<file path="src/rtl/l1_trig_pkg.sv">
// l1_trig_pkg -- shared definitions for the L1 trigger threshold loader.
// Holds the master FSM state encoding, the default Wishbone word addresses of
// the threshold/subthreshold banks and the control register, the control
// register bit positions, and the beam address helper.
package l1_trig_pkg;

  typedef enum logic [2:0] {
    ST_IDLE,
    ST_WR_THR,
    ST_WR_SUB,
    ST_WR_CTL,
    ST_RD_CTL,
    ST_FIN
  } state_t;

  localparam logic [12:0] DEF_THR_BASE = 13'h0800;
  localparam logic [12:0] DEF_SUB_BASE = 13'h0A00;
  localparam logic [12:0] DEF_CTL_ADR  = 13'h1800;

  // Writing the apply bit starts an apply; the same bit reads back as
  // "apply still pending".
  localparam int          CTL_APPLY_BIT   = 1;
  localparam int          CTL_PENDING_BIT = 1;
  localparam logic [31:0] CTL_APPLY_WORD  = 32'(1) << CTL_APPLY_BIT;

  // Number of control reads allowed while waiting for the apply to clear.
  localparam int          MAX_POLLS = 16;

  // Per-beam register address: base + 4*beam, wrapping modulo 2^13.
  function automatic logic [12:0] beam_adr(input logic [12:0] base,
                                           input logic [7:0]  beam);
    return base + {3'b000, beam, 2'b00};
  endfunction

endpackage

</file>
<file path="src/rtl/wb_xact_timer.sv">
// wb_xact_timer -- per-transaction acknowledge timeout counter.
// Ports:
//   clk      clock
//   rst_n    asynchronous active-low reset
//   load     restart the count (held while no transaction is on the bus)
//   run      a transaction is on the bus this cycle
//   expired  this is the TIMEOUT-th bus cycle without an acknowledge
module wb_xact_timer #(
  parameter int TIMEOUT = 255
) (
  input  logic clk,
  input  logic rst_n,
  input  logic load,
  input  logic run,
  output logic expired
);

  localparam int CW = (TIMEOUT > 1) ? $clog2(TIMEOUT) : 1;

  logic [CW-1:0] cnt_reg;

  // Loaded with TIMEOUT-1 before the first bus cycle; reaches zero during
  // the TIMEOUT-th bus cycle of the transaction.
  always_ff @(posedge clk or negedge rst_n) begin
    if (!rst_n) begin
      cnt_reg <= '0;
    end else if (load) begin
      cnt_reg <= CW'(TIMEOUT - 1);
    end else if (run && (cnt_reg != '0)) begin
      cnt_reg <= cnt_reg - 1'b1;
    end
  end

  assign expired = run && (cnt_reg == '0);

endmodule

</file>
<file path="src/rtl/l1_thresh_wb_master.sv">
// l1_thresh_wb_master -- loads one beam's threshold and subthreshold into the
// trigger register banks over Wishbone classic, optionally followed by an
// apply command and polling of the control register until the apply clears.
// Ports:
//   wb_clk_i, wb_rst_ni          clock, asynchronous active-low reset
//   req_valid_i / req_ready_o    request handshake (ready only when idle)
//   req_beam_i, req_thr_i,
//   req_sub_i, req_apply_i       request payload
//   done_o / err_o               one-cycle completion / abort pulses
//   wb_cyc_o .. wb_dat_o         Wishbone initiator outputs (all registered)
//   wb_ack_i, wb_dat_i           Wishbone responder returns
module l1_thresh_wb_master
  import l1_trig_pkg::*;
#(
  parameter int          NBEAMS   = 2,
  parameter logic [12:0] THR_BASE = DEF_THR_BASE,
  parameter logic [12:0] SUB_BASE = DEF_SUB_BASE,
  parameter logic [12:0] CTL_ADR  = DEF_CTL_ADR,
  parameter int          TIMEOUT  = 255
) (
  input  logic        wb_clk_i,
  input  logic        wb_rst_ni,
  input  logic        req_valid_i,
  output logic        req_ready_o,
  input  logic [7:0]  req_beam_i,
  input  logic [31:0] req_thr_i,
  input  logic [31:0] req_sub_i,
  input  logic        req_apply_i,
  output logic        done_o,
  output logic        err_o,
  output logic        wb_cyc_o,
  output logic        wb_stb_o,
  output logic        wb_we_o,
  output logic [3:0]  wb_sel_o,
  output logic [12:0] wb_adr_o,
  output logic [31:0] wb_dat_o,
  input  logic        wb_ack_i,
  input  logic [31:0] wb_dat_i
);

  localparam logic [4:0] LAST_POLL = 5'(MAX_POLLS - 1);

  state_t      state_reg;
  logic        ready_reg;
  logic        done_reg;
  logic        err_reg;
  logic        cyc_reg;
  logic        we_reg;
  logic [3:0]  sel_reg;
  logic [12:0] adr_reg;
  logic [31:0] dat_reg;
  logic        gap_reg;    // one idle bus cycle before the next transaction
  logic [7:0]  beam_reg;
  logic [31:0] sub_reg;
  logic        apply_reg;
  logic [4:0]  poll_reg;   // control reads completed with apply still pending
  logic        expired;
  logic        bad_beam;
  logic        unused_dat;

  assign bad_beam   = ({1'b0, req_beam_i} >= 9'(NBEAMS));
  assign unused_dat = ^{wb_dat_i[31:CTL_PENDING_BIT+1], wb_dat_i[CTL_PENDING_BIT-1:0]};

  // The timer restarts whenever the bus is idle, so each transaction gets
  // its own full TIMEOUT window.
  wb_xact_timer #(
    .TIMEOUT (TIMEOUT)
  ) u_timer (
    .clk     (wb_clk_i),
    .rst_n   (wb_rst_ni),
    .load    (!cyc_reg),
    .run     (cyc_reg),
    .expired (expired)
  );

  always_ff @(posedge wb_clk_i or negedge wb_rst_ni) begin
    if (!wb_rst_ni) begin
      state_reg <= ST_IDLE;
      ready_reg <= 1'b0;
      done_reg  <= 1'b0;
      err_reg   <= 1'b0;
      cyc_reg   <= 1'b0;
      we_reg    <= 1'b0;
      sel_reg   <= 4'h0;
      adr_reg   <= '0;
      dat_reg   <= '0;
      gap_reg   <= 1'b0;
      beam_reg  <= '0;
      sub_reg   <= '0;
      apply_reg <= 1'b0;
      poll_reg  <= '0;
    end else begin
      done_reg <= 1'b0;
      err_reg  <= 1'b0;
      case (state_reg)
        ST_IDLE: begin
          ready_reg <= 1'b1;
          if (req_valid_i && ready_reg) begin
            ready_reg <= 1'b0;
            beam_reg  <= req_beam_i;
            sub_reg   <= req_sub_i;
            apply_reg <= req_apply_i;
            poll_reg  <= '0;
            if (bad_beam) begin
              state_reg <= ST_FIN;
              err_reg   <= 1'b1;
            end else begin
              state_reg <= ST_WR_THR;
              cyc_reg   <= 1'b1;
              gap_reg   <= 1'b0;
              we_reg    <= 1'b1;
              sel_reg   <= 4'hF;
              adr_reg   <= beam_adr(THR_BASE, req_beam_i);
              dat_reg   <= req_thr_i;
            end
          end
        end

        ST_WR_THR, ST_WR_SUB, ST_WR_CTL, ST_RD_CTL: begin
          if (gap_reg) begin
            // Address/data were already set up when the gap began.
            cyc_reg <= 1'b1;
            gap_reg <= 1'b0;
          end else if (cyc_reg && wb_ack_i) begin
            cyc_reg <= 1'b0;
            case (state_reg)
              ST_WR_THR: begin
                state_reg <= ST_WR_SUB;
                gap_reg   <= 1'b1;
                adr_reg   <= beam_adr(SUB_BASE, beam_reg);
                dat_reg   <= sub_reg;
              end
              ST_WR_SUB: begin
                if (apply_reg) begin
                  state_reg <= ST_WR_CTL;
                  gap_reg   <= 1'b1;
                  adr_reg   <= CTL_ADR;
                  dat_reg   <= CTL_APPLY_WORD;
                end else begin
                  state_reg <= ST_FIN;
                  done_reg  <= 1'b1;
                end
              end
              ST_WR_CTL: begin
                state_reg <= ST_RD_CTL;
                gap_reg   <= 1'b1;
                we_reg    <= 1'b0;
                sel_reg   <= 4'h0;
                dat_reg   <= '0;
                poll_reg  <= '0;
              end
              default: begin
                if (!wb_dat_i[CTL_PENDING_BIT]) begin
                  state_reg <= ST_FIN;
                  done_reg  <= 1'b1;
                end else if (poll_reg == LAST_POLL) begin
                  // Every allowed read still showed the apply pending.
                  state_reg <= ST_FIN;
                  err_reg   <= 1'b1;
                end else begin
                  poll_reg <= poll_reg + 1'b1;
                  gap_reg  <= 1'b1;
                end
              end
            endcase
          end else if (cyc_reg && expired) begin
            cyc_reg   <= 1'b0;
            state_reg <= ST_FIN;
            err_reg   <= 1'b1;
          end
        end

        ST_FIN: begin
          state_reg <= ST_IDLE;
          ready_reg <= 1'b1;
        end

        default: begin
          state_reg <= ST_IDLE;
          ready_reg <= 1'b1;
          cyc_reg   <= 1'b0;
          gap_reg   <= 1'b0;
        end
      endcase
    end
  end

  assign req_ready_o = ready_reg;
  assign done_o      = done_reg;
  assign err_o       = err_reg;
  assign wb_cyc_o    = cyc_reg;
  assign wb_stb_o    = cyc_reg;
  assign wb_we_o     = we_reg;
  assign wb_sel_o    = sel_reg;
  assign wb_adr_o    = adr_reg;
  assign wb_dat_o    = dat_reg;

endmodule

</file>
<file path="config.mk">
export PLATFORM = sky130hd
export DESIGN_NAME = l1_thresh_wb_master
export DESIGN_NICKNAME = d
export VERILOG_FILES = /design/src/rtl/l1_trig_pkg.sv /design/src/rtl/wb_xact_timer.sv /design/src/rtl/l1_thresh_wb_master.sv
export SDC_FILE = /design/constraint.sdc
export NUM_CORES = 1
export LEC_CHECK = 0
export ABC_CLOCK_PERIOD_IN_PS = 2900
export CAP_MARGIN = 10
export CORE_UTILIZATION = 46
export CTS_CLUSTER_DIAMETER = 60
export CTS_CLUSTER_SIZE = 24
export DETAILED_ROUTE_END_ITERATION = 7
export PLACE_DENSITY = 0.79
export SLEW_MARGIN = 15
export SYNTH_ARGS = -nofsm -noshare
export SYNTH_HDL_FRONTEND = slang
export SYNTH_SLANG_ARGS = --single-unit
</file>
<file path="constraint.sdc">
create_clock -name wb_clk_i -period 2.9 [get_ports wb_clk_i]
set_input_delay 0.58 -clock wb_clk_i [delete_from_list [all_inputs] [get_ports wb_clk_i]]
set_output_delay 0.58 -clock wb_clk_i [all_outputs]
set_load 0.02 [all_outputs]
</file>
=== Word level (Yosys, flattened, before mapping) ===
Index checks and enable logic that the tools add are counted.

* Add/subtract/negate cells: 4
* $lt $le $gt $ge: 1
* Equality and inequality tests: 21
* Muxes and demuxes: 75
* Bitwise gates (word level): 1
* Reduce and logical (&&, ||, !) cells: 21

{| class="wikitable"
|+ Operator list
! cell !! count
|-
| 32-bit 2-to-1 mux || 5
|-
| 32-bit one-hot mux with 3 select lines || 1
|-
| 13-bit 2-to-1 mux || 5
|-
| 32-bit one-hot mux with 2 select lines || 1
|-
| 13-bit one-hot mux with 2 select lines || 2
|-
| 1-bit 2-to-1 mux || 29
|-
| 12-bit by 10-bit adder with 13-bit output, first input constant || 2
|-
| 5-bit 2-to-1 mux || 5
|-
| 3-bit 2-to-1 mux || 8
|-
| 7-bit AND reduction || 3
|-
| 4-bit 2-to-1 mux || 5
|-
| 5-bit one-hot mux with 2 select lines || 2
|-
| 8-bit 2-to-1 mux || 2
|-
| 3-bit != test, second input constant || 5
|-
| 2-bit != test, second input constant || 6
|-
| 1-bit one-hot mux with 2 select lines || 5
|-
| 3-bit one-hot mux with 3 select lines || 1
|-
| 8-bit by 2-bit >= comparator with 1-bit output, second input constant || 1
|-
| 8-bit zero test || 1
|-
| 4-bit != test, second input constant || 2
|-
| 4-bit one-hot mux with 2 select lines || 1
|-
| 4-bit AND reduction || 2
|-
| 8-bit nonzero test || 1
|-
| 8-bit by 1-bit subtractor with 8-bit output, second input constant || 1
|-
| other kinds (19) || 27
|}

* Bits in registers: 112
* Input bits: 109
* Logic and storage cells: 138

=== Longest topological paths before layout ===
Gate-level depths: netlist of the first run.

* Depth in word-level cells: 7
* Mapped depth: 8

=== By module ===
Synthesis of the first run repeated with hierarchy kept, for this count alone.

* Cells, all modules: 463
* Area total of the unflattened synthesis: 5,001.0 µm²

{| class="wikitable"
|+ Modules (own cells, without submodules)
! module !! times used !! cells an instance !! area an instance (µm²) !! sequential area each (µm²)
|-
| l1_thresh_wb_master || 1 || 417 || 4,543.1 || 2,452.4
|-
| wb_xact_timer || 1 || 46 || 457.9 || 200.2
|}

=== Worst setup path before layout of the first run ===
No wires, ideal clock.

* Path kind: register to register
* Start point: reg poll_reg[0]
* End point: reg poll_reg[3]
* Data arrival time: 2.249 ns
* Data required time: 2.805 ns
* Path slack: 0.555 ns
* Cell stages (with the launch flop): 9
* Buffers on the path: 0
* Cell sequence: dfrtp_1 > ha_1 > and3_1 > ha_1 > nand2b_1 > or3_1 > a211o_1 > or2_2 > o31ai_1

* Longest elaborated chain between the ends: 7
* Elaborated cells between the ends (all ways): 10

{| class="wikitable"
|+ RTL lines
! what !! RTL line !! RTL
|-
| from (decl) || l1_thresh_wb_master.sv:56 || <nowiki>logic [4:0] poll_reg;</nowiki>
|-
| from (signal assigned) || l1_thresh_wb_master.sv:161 || <nowiki>poll_reg <= poll_reg + 1'b1;</nowiki>
|-
| 5-bit by 1-bit adder with 5-bit output || l1_thresh_wb_master.sv:161 ||
|-
| 5-bit 2-to-1 mux || l1_thresh_wb_master.sv:156 || <nowiki>end else if (poll_reg == LAST_POLL) begin</nowiki>
|-
| 5-bit 2-to-1 mux || l1_thresh_wb_master.sv:153 || <nowiki>if (!wb_dat_i[CTL_PENDING_BIT]) begin</nowiki>
|-
| 5-bit one-hot mux with 2 select lines || l1_thresh_wb_master.sv:126 || <nowiki>case (state_reg)</nowiki>
|-
| 5-bit 2-to-1 mux || l1_thresh_wb_master.sv:124 || <nowiki>end else if (cyc_reg && wb_ack_i) begin</nowiki>
|-
| 5-bit 2-to-1 mux || l1_thresh_wb_master.sv:120 || <nowiki>if (gap_reg) begin</nowiki>
|-
| 5-bit one-hot mux with 2 select lines || l1_thresh_wb_master.sv:95 || <nowiki>case (state_reg)</nowiki>
|}

Parallel ways exist; a longest one is shown, timed or not. The select of a mux whose other input is x is not followed.
A chain may end at the register's enable or synchronous reset.

=== Final worst setup path of the first run ===
* Start point: in req_beam_i[5]
* End point: reg dat_reg[4], in the netlist wb_dat_o[4]

* Longest elaborated chain between the ends: 3

{| class="wikitable"
|+ RTL lines
! what !! RTL line !! RTL
|-
| from (decl) || l1_thresh_wb_master.sv:25 || <nowiki>input logic [7:0] req_beam_i,</nowiki>
|-
| 8-bit by 2-bit >= comparator with 1-bit output || l1_thresh_wb_master.sv:61 || <nowiki>assign bad_beam = ({1'b0, req_beam_i} >= 9'(NBEAMS));</nowiki>
|-
| 2-bit != test (no source line) || n/a ||
|-
| 7-bit AND reduction (no source line) || n/a ||
|-
| to (signal assigned) || l1_thresh_wb_master.sv:114 || <nowiki>dat_reg <= req_thr_i;</nowiki>
|-
| to (signal assigned) || l1_thresh_wb_master.sv:131 || <nowiki>dat_reg <= sub_reg;</nowiki>
|-
| to (decl) || l1_thresh_wb_master.sv:51 || <nowiki>logic [31:0] dat_reg;</nowiki>
|}

Every way passes these cells.

==> impl_metrics.env, run 1 <==
export IMPL_fp_dieArea_sq_um=11300
export IMPL_place_ws_ps=-122
export IMPL_final_core_util_pct=63.9
export IMPL_fillers=850
export IMPL_clk_path_buf_depth=2
export IMPL_slew_headroom_pct=52.6
export IMPL_route_detailed_drc=0
export IMPL_finalMaxSlewViolations=0
export IMPL_timing_final_ws_setup_ps=214
export IMPL_tightest_slew_ps=710
export IMPL_cts_sinks=106
export IMPL_cts_resized=0
export IMPL_crit_path_end_kind="flip-flop"
export IMPL_ys_seq_area_share_pct=52.9
export IMPL_clock_root_buffer="clkbuf_8"
export IMPL_ys_ff_latch=106
export IMPL_die_w_microns=106
export IMPL_drtIter0Drc=192
export IMPL_path_clk_slew_ps=120
export IMPL_place_congestion=0.871
export IMPL_syn_inst=467
export IMPL_port_buffers=130
export IMPL_grt_max_degree=56
export IMPL_totalWireLength_microns=12200
export IMPL_status="finished, final reports clean"
export IMPL_core_area_sq_um=10500
export IMPL_arrival_ps=2990
export IMPL_firstDrtPassIters=5
export IMPL_power_density_nw_per_um2=1010
export IMPL_finalHoldViolations=0
export IMPL_fin_skew_ps=19.9
export IMPL_top_layer_used="met4"
export IMPL_ant_nets=0
export IMPL_hold_buffers=0
export IMPL_ir_worst_vdd_v=0.000504
export IMPL_vias_per_cell=5.46
export IMPL_period_share_pct=92.6
export IMPL_min_delay_path_class="input pin to async pin"
export IMPL_maxCapViolCount=0
export IMPL_diodes=0
export IMPL_post_drt_wl_per_cell_microns=16.6
export IMPL_overflow=0
export IMPL_met2_length_microns=5980
export IMPL_synth_ff_type="dfrtp_1"
export IMPL_yosys_warnings=0
export IMPL_drt_met1_wl_microns=5170
export IMPL_multi_input_area_sq_um=2130
export IMPL_path_class="input pin to flip-flop"
export IMPL_total_power_uw=6720
export IMPL_vias=4004
export IMPL_grt_usage_pct=22.3
export IMPL_holdWs_ps=237
export IMPL_cts_setup_buffers=0
export IMPL_fmax_mhz=372
export IMPL_initial_core_util_pct=47.9
export IMPL_cts_tree="built"
export IMPL_layout_drive_gt1_share_pct=15.7
export IMPL_path_max_fanout=49
export IMPL_syn_cell_area_sq_um=5010
export IMPL_grt_pass1_vias=4066
export IMPL_h_tree_depth=3
export IMPL_num_rows=37
export IMPL_grt_pass1_wl_microns=19700
export IMPL_rrSetupSlack_ps=350
export IMPL_cts_inserted_buffers=9
export IMPL_wl_met3_microns=724
export IMPL_async_reset_ff_share_pct=100
export IMPL_synth_edf_count=0
export IMPL_area_growth_syn_to_layout_pct=33.3
export IMPL_hpwl_microns=8620
export IMPL_rsz0062_at_grt="false"
export IMPL_die_y_microns=106
export IMPL_placedCellCount=718
export IMPL_synth_avg_cell_area_sq_um=10.7
export IMPL_synth_cell_types=51
export IMPL_final_seq_area_sq_um=2650
export IMPL_antenna_found_initial=0
export IMPL_worst_skew_pair_late_latency_ps=390
export IMPL_fin_crit_ps=2690
export IMPL_fin_cells=734
export IMPL_finalSetupViolCount=0
export IMPL_nNetsFinal=706
export IMPL_required_ps=3210
export IMPL_p_leak_uw=0.00281
export IMPL_ios=164
export IMPL_cp_start_kind="input pin"
-- worst max-delay path, cell delays in order --
cell,delay (ps)
clkdlybuf4s50_1,480
nor4_1,400
buf_4,190
nand3b_4,90
a2111oi_4,480
buf_4,500
nor2_1,90
a21oi_1,170
-- report_power, final --
part / internal, uW / total (uW) / switching, uW
sequential: 2070 / 2470 / 392
clock: 345 / 924 / 579
combinational: 1600 / 3330 / 1730
-- path summary, 6_finish.rpt --
check	startpoint	end	cells past startpoint
worst max register to register	state_reg[1]	wb_dat_o[4]	6
min in group wb_clk_i	poll_reg[4]	poll_reg[4]	2
worst min-delay path	wb_rst_ni	sub_reg[28]	1
worst min register to register	poll_reg[4]	poll_reg[4]	2
worst max-delay path	req_beam_i[5]	wb_dat_o[4]	8
max in group asynchronous	wb_rst_ni	wb_dat_o[21]	2
-- through the flow --
step	TNS (ps)	instance area, sq um
floorplan	0	5020
global placement	-70.0	6480
detailed placement	-1930	6480
CTS	0	6680
global route	0	6680
finish	0	6680
-- cell usage after synthesis, drive strengths merged (3+ instances only) --
library cell | n | area [sq um]
dfrtp | 106 | 2650
mux2 | 48 | 571
nor2 | 46 | 173
a21oi | 42 | 210
nand2 | 35 | 139
a22oi | 31 | 233
buf | 21 | 140
o21ai | 20 | 100
clkbuf | 16 | 60.1
inv | 11 | 41.3
a31oi | 10 | 62.6
a221oi | 8 | 70.1
nand2b | 8 | 50.1
nand3 | 6 | 30.0
nor3 | 6 | 30.0
xnor2 | 5 | 43.8
ha | 4 | 50.1
a211o | 3 | 26.3
and2 | 3 | 18.8
and3 | 3 | 18.8
nor4 | 3 | 18.8
or3 | 3 | 18.8
-- metal layers --
metal | up-vias | global-route usage, %
met5 | - | 0
met4 | 0 | 9.62
met3 | 21 | 5.64
met2 | 121 | 36.4
met1 | 1943 | 28.1
li1 | 1919 | -
-- logic make-up after synthesis --
| group | Yosys count | share of synthesized area [%] |
|---|---|---|
| other | 1 | 0.0748 |
| flip-flops | 106 | 52.9 |
| multiplexers | 48 | 11.4 |
| AND/OR/NAND/NOR | 123 | 11.6 |
| AO/OA/AOI/OAI | 132 | 17.3 |
| XOR/XNOR | 5 | 0.874 |
| buffers and inverters | 48 | 4.82 |
| adder cells (fa/ha/maj) | 4 | 0.999 |
-- placed cells by master, fill, tap and decap left out, types with 5 or more instances in the layout --
cell               n
nand2b_1           8
o21ai_0           19
nand3_1            6
nand2_1           34
a22oi_1           31
nor2_1            44
a21oi_1           42
inv_1             11
buf_4             20
clkdlybuf4s50_1  129
mux2_4             8
nor3_1             6
a221oi_1           8
dfrtp_1          106
mux2_2            40
a31oi_1           10
xnor2_1            5
clkbuf_8           9
-- cell type report --
type | count | share of cell area, %
clock buffers | 9 | 1.85
clock inverters | 7 | 1.20
inverters | 11 | 0.618
multi-input cells | 314 | 31.9
flip-flops and latches | 106 | 39.7
well taps | 136 | 2.55
repair buffers | 151 | 22.2
No activity file was read; power rests on OpenSTA's default activity.
==> run 2, diff against run 1 <==
Settings changed: HOLD_SLACK_MARGIN set to 0.15.
==> results of run 2 <==
Same layout as run 1: the final DEF is identical, and so are final timing and power.
==> run 3, diff against run 2 <==
Settings changed: SLEW_MARGIN 15 to unset.
==> results of run 3 <==
Same layout as run 1: the final DEF is identical, and so are final timing and power.
